--- config.mk ---
export PLATFORM = sky130hd
export DESIGN_NAME = wb_master_bridge
export DESIGN_NICKNAME = d
export VERILOG_FILES = /design/src/rtl/wb_bus_pkg.sv /design/src/rtl/wb_addr_decode.sv /design/src/rtl/wb_master_bridge.sv
export SDC_FILE = /design/constraint.sdc
export NUM_CORES = 1
export LEC_CHECK = 0
export ABC_AREA = 1
export CAP_MARGIN = 5
export CORE_MARGIN = 2
export CORE_UTILIZATION = 45
export DETAILED_ROUTE_END_ITERATION = 10
export DONT_BUFFER_PORTS = 1
export PLACE_DENSITY = 0.63
export SYNTH_ARGS = -nofsm -noshare
export SYNTH_HDL_FRONTEND = slang
export SYNTH_SLANG_ARGS = --single-unit
--- constraint.sdc ---
create_clock -name clk -period 3.6 [get_ports clk]
set_input_delay 0.54 -clock clk [delete_from_list [all_inputs] [get_ports clk]]
set_output_delay 0.54 -clock clk [all_outputs]
set_load 0.1 [all_outputs]
--- src/rtl/wb_bus_pkg.sv ---
// Shared Wishbone bridge definitions: FSM states, default slave regions, select constant.
// Latency: n/a (types and constants only).
// Backpressure: n/a.
package wb_bus_pkg;

  typedef enum logic [1:0] {
    ST_IDLE = 2'd0,
    ST_BUS  = 2'd1,
    ST_RESP = 2'd2
  } state_t;

  // Default slave region indices on the reference SoC map.
  localparam int REGION_RAM      = 0;
  localparam int REGION_GPIO_IN  = 1;
  localparam int REGION_GPIO_OUT = 2;
  localparam int REGION_PWM      = 3;

  // All-lanes byte select; users slice the low DATA_W/8 bits (buses up to 512 bits).
  localparam int SEL_MAX_W = 64;
  localparam logic [SEL_MAX_W-1:0] SEL_ALL = '1;

endpackage

--- src/rtl/wb_addr_decode.sv ---
// Address-region decoder: maps a byte address to slave index, one-hot select and hit flag.
// Latency: combinational.
// Backpressure: none.
//
// Ports:
//   addr   - byte address to decode
//   index  - slave index taken from addr[REGION_LSB +: clog2(N_SLAVES)]
//   onehot - one-hot slave select, all-zero on a miss
//   hit    - address lands in a populated region and all bits above the field are zero
module wb_addr_decode #(
  parameter int ADDR_W     = 32,
  parameter int N_SLAVES   = 4,
  parameter int REGION_LSB = 8,
  parameter int IDX_W      = (N_SLAVES > 1) ? $clog2(N_SLAVES) : 1
) (
  input  logic [ADDR_W-1:0]   addr,
  output logic [IDX_W-1:0]    index,
  output logic [N_SLAVES-1:0] onehot,
  output logic                hit
);

  // Width of the index field inside the address; zero for a single slave.
  localparam int FIELD_W = $clog2(N_SLAVES);

  logic [ADDR_W-1:0] region;
  logic              upper_zero;
  logic              in_range;

  assign region     = addr >> REGION_LSB;
  assign upper_zero = ((region >> FIELD_W) == '0);

  if (FIELD_W == 0) begin : g_single
    assign index    = '0;
    assign in_range = 1'b1;
  end else begin : g_multi
    assign index    = region[IDX_W-1:0];
    // Non-power-of-two slave counts leave unpopulated indices at the top.
    assign in_range = (32'(index) < 32'(N_SLAVES));
  end

  assign hit = upper_zero && in_range;

  always_comb begin
    onehot = '0;
    for (int i = 0; i < N_SLAVES; i++) begin
      onehot[i] = hit && (32'(index) == 32'(i));
    end
  end

endmodule

--- src/rtl/wb_master_bridge.sv ---
// CPU-to-Wishbone classic master bridge with region decode, ERR_I and decode-miss errors.
// Latency: request-to-ready 2 cycles minimum (+1 per slave wait state); decode miss 2 cycles.
// Backpressure: one outstanding request; CPU strobes are ignored until cpu_ready pulses.
//
// Ports:
//   clk, reset                      - clock, async active-high reset
//   cpu_addr/data_write/be          - CPU request payload, captured in IDLE
//   cpu_read, cpu_write             - request strobes (write wins when both high)
//   cpu_data_read, cpu_ready, cpu_err - registered response; ready is a one-cycle pulse
//   ADR_O..CYC_O, DAT_I/ACK_I/ERR_I - Wishbone classic master side
//   slave_sel                       - one-hot slave select, high only with CYC_O
//
// Build option: define WB_BRIDGE_TIMEOUT_EN to add the bus watchdog (TIMEOUT cycles);
// without it BUS waits indefinitely for ACK_I/ERR_I.
module wb_master_bridge
  import wb_bus_pkg::*;
#(
  parameter int DATA_W     = 32,
  parameter int ADDR_W     = 32,
  parameter int N_SLAVES   = 4,
  parameter int REGION_LSB = 8,
  parameter int TIMEOUT    = 15
) (
  input  logic                  clk,
  input  logic                  reset,
  input  logic [ADDR_W-1:0]     cpu_addr,
  input  logic [DATA_W-1:0]     cpu_data_write,
  input  logic [DATA_W/8-1:0]   cpu_be,
  input  logic                  cpu_read,
  input  logic                  cpu_write,
  output logic [DATA_W-1:0]     cpu_data_read,
  output logic                  cpu_ready,
  output logic                  cpu_err,
  output logic [ADDR_W-1:0]     ADR_O,
  output logic [DATA_W-1:0]     DAT_O,
  output logic [DATA_W/8-1:0]   SEL_O,
  output logic                  WE_O,
  output logic                  STB_O,
  output logic                  CYC_O,
  input  logic [DATA_W-1:0]     DAT_I,
  input  logic                  ACK_I,
  input  logic                  ERR_I,
  output logic [N_SLAVES-1:0]   slave_sel
);

  localparam int BE_W  = DATA_W / 8;
  localparam int IDX_W = (N_SLAVES > 1) ? $clog2(N_SLAVES) : 1;

  if ((DATA_W % 8) != 0 || DATA_W > 8 * SEL_MAX_W || N_SLAVES < 1 || N_SLAVES > 16 ||
      TIMEOUT < 1 || TIMEOUT > 255) begin : g_bad_params
    $error("wb_master_bridge: parameter out of range");
  end

  state_t               state;
  logic                 req;
  logic                 bus_hit;
  logic                 dec_hit;
  logic [IDX_W-1:0]     dec_index;
  logic [N_SLAVES-1:0]  dec_onehot;
  logic                 wdog_expire;

  wb_addr_decode #(
    .ADDR_W     (ADDR_W),
    .N_SLAVES   (N_SLAVES),
    .REGION_LSB (REGION_LSB),
    .IDX_W      (IDX_W)
  ) u_decode (
    .addr   (cpu_addr),
    .index  (dec_index),
    .onehot (dec_onehot),
    .hit    (dec_hit)
  );

  assign req = cpu_read | cpu_write;
  // The select bit at the decoded index must agree with hit before a cycle is started.
  assign bus_hit = dec_hit && dec_onehot[dec_index];

`ifdef WB_BRIDGE_TIMEOUT_EN
  logic [7:0] wdog;

  // Counts BUS edges with no response; expiry fires on the TIMEOUT-th such edge.
  assign wdog_expire = (wdog == 8'(TIMEOUT - 1));

  always_ff @(posedge clk or posedge reset) begin
    if (reset) begin
      wdog <= '0;
    end else if (state == ST_BUS && !ACK_I && !ERR_I && !wdog_expire) begin
      wdog <= wdog + 8'd1;
    end else begin
      wdog <= '0;
    end
  end
`else
  assign wdog_expire = 1'b0;
`endif

  always_ff @(posedge clk or posedge reset) begin
    if (reset) begin
      state         <= ST_IDLE;
      ADR_O         <= '0;
      DAT_O         <= '0;
      SEL_O         <= '0;
      WE_O          <= 1'b0;
      STB_O         <= 1'b0;
      CYC_O         <= 1'b0;
      slave_sel     <= '0;
      cpu_ready     <= 1'b0;
      cpu_err       <= 1'b0;
      cpu_data_read <= '0;
    end else begin
      case (state)
        ST_IDLE: begin
          if (req) begin
            ADR_O <= cpu_addr;
            DAT_O <= cpu_data_write;
            SEL_O <= (cpu_be == '0) ? SEL_ALL[BE_W-1:0] : cpu_be;
            WE_O  <= cpu_write;
            if (bus_hit) begin
              CYC_O     <= 1'b1;
              STB_O     <= 1'b1;
              slave_sel <= dec_onehot;
              state     <= ST_BUS;
            end else begin
              // Miss: RESP is entered with ready low and raises it one edge later,
              // so a miss completes with the same latency as a zero-wait hit.
              state <= ST_RESP;
            end
          end
        end

        ST_BUS: begin
          if (ERR_I || ACK_I || wdog_expire) begin
            CYC_O     <= 1'b0;
            STB_O     <= 1'b0;
            slave_sel <= '0;
            cpu_ready <= 1'b1;
            cpu_err   <= ERR_I || !ACK_I;
            if (ACK_I && !ERR_I && !WE_O) begin
              cpu_data_read <= DAT_I;
            end
            state <= ST_RESP;
          end
        end

        ST_RESP: begin
          if (cpu_ready) begin
            cpu_ready <= 1'b0;
            cpu_err   <= 1'b0;
            state     <= ST_IDLE;
          end else begin
            // Only the decode-miss path arrives here with ready still low.
            cpu_ready <= 1'b1;
            cpu_err   <= 1'b1;
          end
        end

        default: state <= ST_IDLE;
      endcase
    end
  end

endmodule

# After elaboration in Yosys (flattened, before gate mapping)
# Index checks and enable logic that the tools add are counted.
# word_totals
regBits	110
out_inout_bits	109
inputBits	106
wordCells	65
# classes
magnitude_cmp	1
n_bitwise	1
n_reduce_logical	23
muxes	21
n_eq_ne	9
# op_table
cell	n
$logic_not 32->1	1
$mux 4	4
$mux 2	4
$ne 2x2->1 const B	4
$pmux 4 s2	1
$logic_and 1x1->1	7
$mux 1	7
$eq 2x2->1 const B	3
$pmux 1 s2	3
$pmux 2 s3	1
$reduce_and 3->1	2
$eq 2x1->1 const B	2
$logic_not 2->1	2
$logic_not 4->1	1
$reduce_and 2->1	2
$reduce_and 4->1	1
$reduce_bool 2->1	2
$logic_not 1->1	3
$lt 2x3->1 const B	1
$bmux 1 s2	1
$logic_or 1x1->1	2
$or 1x1->1	1

# Logic depth before layout (Yosys ltp)
# logic_depth
word_depth	8
mapped_depth	8
depth_no_buf	8

# By module
# From an unflattened synthesis, not the netlist that was laid out.
# unflattened
cells_unflattened	539
hier_area_um2	4499.3
# modules_own_cells
module	seq_area_each_um2	area_each_um2	instances	cells_each
wb_master_bridge	2752.6	4356.7	1	506
wb_addr_decode	0.0	142.6	1	33

# Worst setup path after synthesis
# Ideal clock, no wire load.
# synth_timing
kind	register to output
from	register, netlist name CYC_O
to	output STB_O
n_path_buf	1
slack_ps	1720
arrival_ps	1340
required_time_ps	3060
path_stages_with_launch	2
path_cell_list	dfrtp_1 > buf_4
# synth_rtl
item	line	source
end, declared	wb_master_bridge.sv:38	output logic STB_O,

# Final worst setup path
# layout_timing
from	register WE_O
to	register cpu_data_read[28]
# layout_between
elab_chain_len	3
# layout_rtl
item	line	source
start, declared	wb_master_bridge.sv:37	output logic WE_O,
start signal, assigned	wb_master_bridge.sv:117	WE_O <= cpu_write;
$logic_not 1->1	wb_master_bridge.sv:138	if (ACK_I && !ERR_I && !WE_O) begin
$logic_and 1x1->1	wb_master_bridge.sv:138	
$reduce_and 3->1 (no line)	--	
end signal, assigned	wb_master_bridge.sv:109	cpu_data_read <= '0;
end signal, assigned	wb_master_bridge.sv:139	cpu_data_read <= DAT_I;
end, declared	wb_master_bridge.sv:31	output logic [DATA_W-1:0] cpu_data_read,
# No other way between the ends.
# A chain may end at the register's enable or synchronous reset.

==> impl_metrics.env <==
export IMPL_dp_hpwl_um=6860
export IMPL_relSlewSlack_pct=29.8
export IMPL_yosysTopAreaCellShare_pct=61.9
export IMPL_final_util_pct=49.0
export IMPL_yosysMostFrequentCell="nand2_1"
export IMPL_io_pins=215
export IMPL_synth_compound_area_share_pct=1.01
export IMPL_synth_simple_area_share_pct=23.0
export IMPL_critPathLaunch="WE_O$_DFFE_PP0P_"
export IMPL_yosys_warnings=0
export IMPL_cts_made_buffers=9
export IMPL_hold_viol=0
export IMPL_clock_latency_ns=0.36
export IMPL_post_cts_repair_setup_buffers=0
export IMPL_slowest_stage="nand2_2"
export IMPL_cpPeakStageDelay_ns=0.61
export IMPL_place_congestion=0.834
export IMPL_antenna_found_initial=0
export IMPL_syn_avg_cell_area_um2=10.1
export IMPL_grt_pass1_vias=2781
export IMPL_rsz0062_at_grt="no"
export IMPL_globalRouteTotalUtil_pct=17.7
export IMPL_required_ns=3.83
export IMPL_cts_resized=0
export IMPL_cts_tree="built"
export IMPL_die_area_um2=10700
export IMPL_synth_largest_area_cell="dfrtp_1"
export IMPL_yosysSeqAreaShare_pct=61.9
export IMPL_ys_ff_latch=110
export IMPL_syn_num_nets=545
export IMPL_detail_route_antenna_nets=0
export IMPL_status="completed"
export IMPL_critPathCapture="cpu_data_read[28]$_DFFE_PP0P_"
export IMPL_synth_cells=439
export IMPL_drt_iter0_markers=149
export IMPL_fin_nets=543
export IMPL_synth_cell_types=22
export IMPL_hp_class="input pin to asynchronous set/reset pin"
export IMPL_cp_cell_sequence="buf_4 -> nor2_1 -> nand2_2 -> mux2_4"
export IMPL_fp_coreArea_um2=9680
export IMPL_finalSetupViolations=0
export IMPL_cts_clk_slew_worst_paths_ns=0.11
export IMPL_port_buffers=0
export IMPL_cp_max_fo=32
export IMPL_drc=0
export IMPL_cts_root_buf="clkbuf_8"
export IMPL_setup_slack_ns=1.47
export IMPL_drv_slew=0
export IMPL_synth_top_cells_by_count="nand2_1, dfrtp_1, mux2_4, nor2_1, nand3_1"
export IMPL_tightest_slew_ns=1.05
export IMPL_period_share_pct=59.1
export IMPL_synth_top_family_by_area="simple AND/OR/NAND/NOR gates"
export IMPL_initial_core_util_pct=45.9
export IMPL_wl_per_cell_um=16.9
export IMPL_dr_total_vias=2847
export IMPL_synth_mux_area_fraction_pct=10.6
export IMPL_end_kind="flip-flop"
export IMPL_max_clock_path_buffers=2
export IMPL_syn_to_final_growth_pct=6.61
export IMPL_synth_async_reset_ratio_pct=100
export IMPL_path_delay_family="simple AND/OR/NAND/NOR gates"
export IMPL_dr_pass1_iters=4
export IMPL_r2r_end="cpu_data_read[28]$_DFFE_PP0P_"
export IMPL_post_place_ws_ns=1.48
export IMPL_fp_row_count=36
export IMPL_rr_worst_depth=4
export IMPL_syn_area_um2=4450
export IMPL_r2r_start="WE_O$_DFFE_PP0P_"
export IMPL_worst_path_stages=4
export IMPL_r2r_slack_ns=1.47
export IMPL_synthFlopType="dfrtp_1"
export IMPL_die_h_um=103
export IMPL_worst_ep_arrival_time_ns=2.36
export IMPL_cts_sinks=110
export IMPL_drt_wl_total_um=9710
export IMPL_critPathBufInv=1
export IMPL_hold_buffers=0
export IMPL_fp_dieW_um=103
export IMPL_grt_start_max_net_pins=81
export IMPL_synth_edff_count=0
export IMPL_fmax_mhz=470
export IMPL_routed_via_density=4.96
export IMPL_yosys_top_cells_area="dfrtp_1, nand2_1, mux2_4, nor2_1, nand3_1"
export IMPL_overflow=0
export IMPL_synthXorXnorAreaFrac_pct=0
export IMPL_grt_pass1_wl_um=14400
export IMPL_fin_setup_tns_ns=0
export IMPL_synth_fa_ha_area_share_pct=0
export IMPL_critical_path_class="flip-flop to flip-flop"
export IMPL_layout_drive_gt1_share_pct=14.3
export IMPL_maxCapViolCount=0
export IMPL_startpoint_type="flip-flop"
export IMPL_fin_worst_skew_ns=0.0112
export IMPL_n_antenna_cell=0
export IMPL_period_minus_slack_ns=2.13
export IMPL_htree_levels=3
==> how the worst min path moves through the flow <==
stage,start,endpoint,slack (ns),depth (start not counted)
after CTS,cpu_data_write[18],DAT_O[18]$_DFFE_PP0P_,0.26,2
after floorplan,state[0]$_DFFE_PP0P_,WE_O$_DFFE_PP0P_,0.58,3
after detailed placement,cpu_data_write[18],DAT_O[18]$_DFFE_PP0P_,0.66,2
final,reset,DAT_O[0]$_DFFE_PP0P_,0.26,1
after global placement,cpu_addr[15],ADR_O[15]$_DFFE_PP0P_,0.66,2
after global routing,cpu_data_write[15],DAT_O[15]$_DFFE_PP0P_,0.26,2
==> through the flow <==
| step | std cells | hold slack [ns] | cell area [um2] |
|---|---|---|---|
| 2_1_floorplan | 439 | 0.580 | 4450 |
| 3_3_place_gp | 559 | 0.660 | 4540 |
| 3_5_place_dp | 559 | 0.663 | 4540 |
| 4_1_cts | 574 | 0.265 | 4740 |
| 5_1_grt | 574 | 0.265 | 4740 |
| 6_report | 574 | 0.256 | 4740 |
==> registers in the layout, indices dropped and copies added, names as in the netlist, 2 cells and up <==
signal         flops
slave_sel          4
ADR_O             32
DAT_O             32
SEL_O              4
cpu_data_read     32
state              2
==> area by class of cell <==
| class | instances | area [um2] |
|---|---|---|
| Clock inverter | 5 | 58.8 |
| Tap cell | 133 | 166 |
| Inverter | 10 | 40.0 |
| Clock buffer | 10 | 138 |
| Timing Repair Buffer | 5 | 37.5 |
| Sequential cell | 110 | 2750 |
| Multi-Input combinational cell | 301 | 1550 |
| Fill cell | 916 | 4940 |
==> placed cells by master (no fill, tap or decap), drive strengths merged, types with 2 or more instances in the layout <==
master,instances
clkinvlp,2
o21ai,8
mux2,32
nand3,8
nand2,224
clkbuf,10
dfrtp,110
inv,11
nor2,22
nand4,3
buf,5
==> routing by layer <==
layer | vias to the layer above | GRT usage (%) | share of wire (%)
met5 | - | 0 | 0
met4 | 0 | 7.09 | 1.5
met3 | 10 | 6.38 | 11
met2 | 135 | 26.8 | 47
met1 | 1339 | 23.2 | 41
li1 | 1363 | - | -
==> kinds of logic (layout without fill, tap and decap cells) <==
family / count (synthesis) / after routing
AND/OR/NAND/NOR: 260 / 260
AO/OA/AOI/OAI: 9 / 9
flip-flops: 110 / 110
buffers and inverters: 28 / 30
multiplexers: 32 / 32
Power is not shown: default switching activity piles up to over one toggle a cycle in this logic, so the estimate is an artifact.
